<file path="config.mk">
export PLATFORM = sky130hd
export DESIGN_NAME = hazard_stall_ctrl
export DESIGN_NICKNAME = d
export VERILOG_FILES = /design/src/rtl/hazard_stall_ctrl.sv
export SDC_FILE = /design/constraint.sdc
export NUM_CORES = 1
export LEC_CHECK = 0
export CELL_PAD_IN_SITES_DETAIL_PLACEMENT = 0
export CELL_PAD_IN_SITES_GLOBAL_PLACEMENT = 1
export CORE_AREA = 2 2 63 65
export CTS_BUF_LIST = sky130_fd_sc_hd__clkbuf_4 sky130_fd_sc_hd__clkbuf_8 sky130_fd_sc_hd__clkbuf_16
export DETAILED_ROUTE_END_ITERATION = 16
export DIE_AREA = 0 0 65 67
export HOLD_SLACK_MARGIN = 0.1
export PLACE_DENSITY = 0.86
export SYNTH_ARGS = -nofsm -noshare
export SYNTH_HDL_FRONTEND = slang
export SYNTH_SLANG_ARGS = --single-unit
</file>
<file path="constraint.sdc">
create_clock -name clk -period 4 [get_ports clk]
set_input_delay 0.4 -clock clk [delete_from_list [all_inputs] [get_ports clk]]
set_output_delay 0.4 -clock clk [all_outputs]
set_load 0.02 [all_outputs]
</file>
<file path="src/rtl/hazard_stall_ctrl.sv">
// Pipeline hazard sequencer for the 5-stage MIPS core: drives the ID stall mux,
// PC / IF-ID write enables and the IF flush, tracks multi-cycle EX occupancy and
// keeps a saturating count of stall cycles.
module hazard_stall_ctrl #(
    parameter int unsigned MULTI_LAT = 4,
    parameter int unsigned CNT_W     = 16
) (
    input  logic             clk,
    input  logic             rst_n,
    input  logic [4:0]       ID_Rs,
    input  logic [4:0]       ID_Rt,
    input  logic             ID_UsesRt,
    input  logic             ID_MultiCycle,
    input  logic             ID_BranchTaken,
    input  logic             EX_MemRead,
    input  logic [4:0]       EX_Rt,
    output logic             Stall,
    output logic             PCWrite,
    output logic             IF_ID_Write,
    output logic             IF_Flush,
    output logic             Busy,
    output logic [CNT_W-1:0] StallCount
);

    typedef enum logic [0:0] {StIdle, StMulti} state_e;

    // Frozen cycles after the issue cycle; a latency of 1 never leaves idle.
    localparam logic [4:0] OccLoad   = 5'(MULTI_LAT - 1);
    localparam bit         MultiUsed = (MULTI_LAT > 1);

    state_e     state_q, state_d;
    logic [4:0] occ_q, occ_d;
    logic       lu;
    logic       stall_c, pcw_c, ifw_c, flush_c, busy_c;

    // Register 0 is hard-wired to zero, so a load into it is never a hazard.
    assign lu = EX_MemRead && (EX_Rt != 5'd0) &&
                ((EX_Rt == ID_Rs) || (ID_UsesRt && (EX_Rt == ID_Rt)));

    // Next-state and same-cycle control outputs.
    always_comb begin
        state_d = state_q;
        occ_d   = occ_q;
        stall_c = 1'b0;
        pcw_c   = 1'b1;
        ifw_c   = 1'b1;
        flush_c = 1'b0;
        busy_c  = 1'b0;
        unique case (state_q)
            StIdle: begin
                if (lu) begin
                    // ID is held, so branch / multi-cycle requests are re-seen next cycle.
                    stall_c = 1'b1;
                    pcw_c   = 1'b0;
                    ifw_c   = 1'b0;
                end else begin
                    flush_c = ID_BranchTaken;
                    if (ID_MultiCycle && MultiUsed) begin
                        state_d = StMulti;
                        occ_d   = OccLoad;
                    end
                end
            end
            StMulti: begin
                stall_c = 1'b1;
                pcw_c   = 1'b0;
                ifw_c   = 1'b0;
                busy_c  = 1'b1;
                if (occ_q <= 5'd1) begin
                    state_d = StIdle;
                    occ_d   = 5'd0;
                end else begin
                    occ_d = occ_q - 5'd1;
                end
            end
            default: begin
                state_d = StIdle;
                occ_d   = 5'd0;
            end
        endcase
        // Reset forces a safe frozen pipeline regardless of state.
        if (!rst_n) begin
            stall_c = 1'b1;
            pcw_c   = 1'b0;
            ifw_c   = 1'b0;
            flush_c = 1'b0;
            busy_c  = 1'b0;
        end
    end

    assign Stall       = stall_c;
    assign PCWrite     = pcw_c;
    assign IF_ID_Write = ifw_c;
    assign IF_Flush    = flush_c;
    assign Busy        = busy_c;

    // FSM state and occupancy counter.
    always_ff @(posedge clk or negedge rst_n) begin
        if (!rst_n) begin
            state_q <= StIdle;
            occ_q   <= 5'd0;
        end else begin
            state_q <= state_d;
            occ_q   <= occ_d;
        end
    end

    // Saturating stall-cycle performance counter.
    always_ff @(posedge clk or negedge rst_n) begin
        if (!rst_n) begin
            StallCount <= '0;
        end else if (stall_c && (StallCount != {CNT_W{1'b1}})) begin
            StallCount <= StallCount + {{(CNT_W-1){1'b0}}, 1'b1};
        end
    end

endmodule

</file>
==> qor.yml <==
outcome: "complete, no violations"
die_w_um: 65
final_antenna_net_count: 0
synth_area_mm2: 0.00131
synth.avg_cell_area_um2: 9.76
finalSetupViolCount: 0
diodes: 0
timing_worst_setup_path_type: "in -> out"
max_cap_violations: 0
p_seq_frac: 0.383
start_kind: "input pin"
syn_inst: 134
dp_hpwl_mm: 2.37
via_per_inst: 5.10
grt_use_total: 0.148
critPathArrivalTime_ns: 2.83
cp_top_family: "buffers and inverters"
fp-row-count: 22
drtPass1Iterations: 4
cts.sinks: 22
place_congestion: 0.763
crit_required_ns: 3.60
fin_nets: 200
fmaxAchievable_mhz: 310
final_layout_size_suffix_gt1_frac: 0.0629
initial_core_util: 0.363
coreArea_mm2: 0.00361
h-tree-depth: 1
drv_slew: 0
grt_pass1_vias: 1151
cts_made_buffers: 3
fin_worst_skew_ns: 0.00376
switchingPower_w: 0.000389
wl_mm: 2.94
ctsResizeCount: 0
port_buffers: 41
grt_overflow_total: 0
swShare: 0.387
rsz0062_at_grt: "false"
setup_tns_ns: 0
synth-seq-area-share: 0.421
leakage_nw: 0.729
clkPwrFrac: 0.157
ys_types: 35
period_share: 0.807
post_cts_buffers: 0
wire_per_inst_um: 13.2
num_vias: 1137
synth_warnings: 0
cts_buffer_depth: 2
ir_drop_v: 0.000159
p_per_area_mw_per_mm2: 558
finalHoldViolations: 0
path_max_fanout: 11
ctsHoldBuffers: 0
cpMostUsedCell: "clkdlybuf4s50_1"
antenna_found_initial: 0
slowest_stage: "clkdlybuf4s50_1"
io_pins: 42
grt_pass1_wl_mm: 5.01
cts_tree: "built"
syn2layout_area_growth_pct: 37.9
grt_max_degree: 24
hp-class: "reg -> reg"
fp.dieH_um: 67
power.total_w: 0.00101
worstSetupEndpointType: "output pin"
synth.ff_latch_count: 22
p_int_w: 0.000617
clk_pin_slew_ns: 0.08
period_needed_ns: 3.23
die-area_mm2: 0.00436
clockRootBuffer: "clkbuf_8"
synthesis.nets: 158
worst_slew_pin_slew_ns: 0.476
cp.buffers_inverters: 2
drtIter0Drc: 48
clock_latency_ns: 0.26
cp_slowest_stage_delay_ns: 0.60
crit_chain: "clkdlybuf4s50_1, or4_4, o21ai_2, o21a_1, and2_1, clkdlybuf4s50_1"
relSlewSlack: 0.683
pwr-share-comb: 0.461
drc: 0
## placed cells by master, fill, tap and decap left out, drive strengths merged, types with 4 or more instances in the layout
cell type      count
dfrtp             22
xor2              13
xnor2              9
inv                4
and3               7
a21oi              4
nand3              9
clkbuf             4
o21ai              8
nand4              4
nand2              8
clkdlybuf4s50     41
nor3               5
nor2               6
## cells by family (layout without fill, tap and decap cells)
group / after synthesis / count (layout) / share of synthesized area
multiplexers: 2 / 2 / 0.0163
AO/OA/AOI/OAI: 23 / 23 / 0.115
AND/OR/NAND/NOR: 53 / 53 / 0.230
XOR/XNOR: 22 / 22 / 0.147
buffers and inverters: 9 / 50 / 0.0421
adder cells (fa/ha/maj): 3 / 3 / 0.0287
flip-flops: 22 / 22 / 0.421
## metal layers
metal  global-route usage  part of all wire  routed length [um]  vias to the layer above
met5                    0                 0                   0                        -
met4               0.0559             0.016                  46                        0
met3               0.0169             0.040                 118                        4
met2                0.267              0.51                1510                       31
met1                0.180              0.43                1270                      544
li1                     -                 -                   -                      558
## power by group through the flow
stage / registers [W] / logic [W] / clock network (W)
global placement: 0.000384 / 0.000455 / 0
detailed placement: 0.000391 / 0.000471 / 0
finish: 0.000385 / 0.000463 / 0.000158
global route: 0.000400 / 0.000513 / 0.000172
CTS: 0.000387 / 0.000470 / 0.000163
floorplan: 0.000414 / 0.000266 / 0
## synthesized netlist by cell type (all sizes together)
master,instances,area (um2)
nand2,8,30.0
o2bb2ai,2,17.5
nand2b,2,12.5
mux2,1,11.3
and3,7,43.8
nor3,5,25.0
a32oi,1,8.76
dfrtp,22,551
or3,1,6.26
o21a,3,22.5
buf,3,30.0
o211ai,1,7.51
inv,4,17.5
a21oi,4,20.0
o21ai,8,43.8
xnor2,9,78.8
xor2,13,114
a31oi,3,18.8
ha,3,37.5
o41a,1,11.3
clkbuf,2,7.51
and2,3,18.8
nand3b,1,7.51
or2,1,6.26
nand3,9,45.0
nand4,4,25.0
nor4,3,33.8
or4,1,11.3
nor2,6,22.5
nor2b,2,12.5
mux2i,1,10.0
## state kept, by name, indices dropped and copies added (netlist names)
name,cells
occ_q,5
StallCount,16
state_q,1
## stage by stage
step | std cells | setup slack [ns] | instance area, um2 | utilization | hold WS, ns
floorplan | 134 | 2.00 | 1310 | - | 0.104
global placement | 219 | 0.816 | 1750 | 0.485 | 0.479
detailed placement | 219 | 0.756 | 1750 | 0.485 | 0.482
CTS | 223 | 0.745 | 1800 | 0.500 | 0.493
global route | 223 | 0.630 | 1800 | 0.500 | 0.509
finish | 223 | 0.774 | 1800 | 0.500 | 0.494
## cell type report
type,count,area (um2)
Multi-Input combinational cell,103,702
Sequential cell,22,551
Clock buffer,4,55.1
Timing Repair Buffer,42,418
Fill cell,353,1800
Tap cell,48,60.1
Inverter,4,17.5
## path summary, 6_finish.rpt
| kind | from | to | depth (start not counted) | slack [ns] |
|---|---|---|---|---|
| worst max-delay path | EX_Rt[1] | IF_Flush | 6 | 0.77 |
| worst min-delay path | StallCount[14]$_DFFE_PN0P_ | StallCount[14]$_DFFE_PN0P_ | 1 | 0.49 |
| worst max register to register | StallCount[0]$_DFFE_PN0P_ | StallCount[1]$_DFFE_PN0P_ | 6 | 2.03 |
| worst min register to register | StallCount[14]$_DFFE_PN0P_ | StallCount[14]$_DFFE_PN0P_ | 1 | 0.49 |
| max in group asynchronous | rst_n | StallCount[1]$_DFFE_PN0P_ | 2 | 3.23 |
| min in group asynchronous | rst_n | StallCount[13]$_DFFE_PN0P_ | 2 | 0.54 |
(Power assumes the default switching activity.)
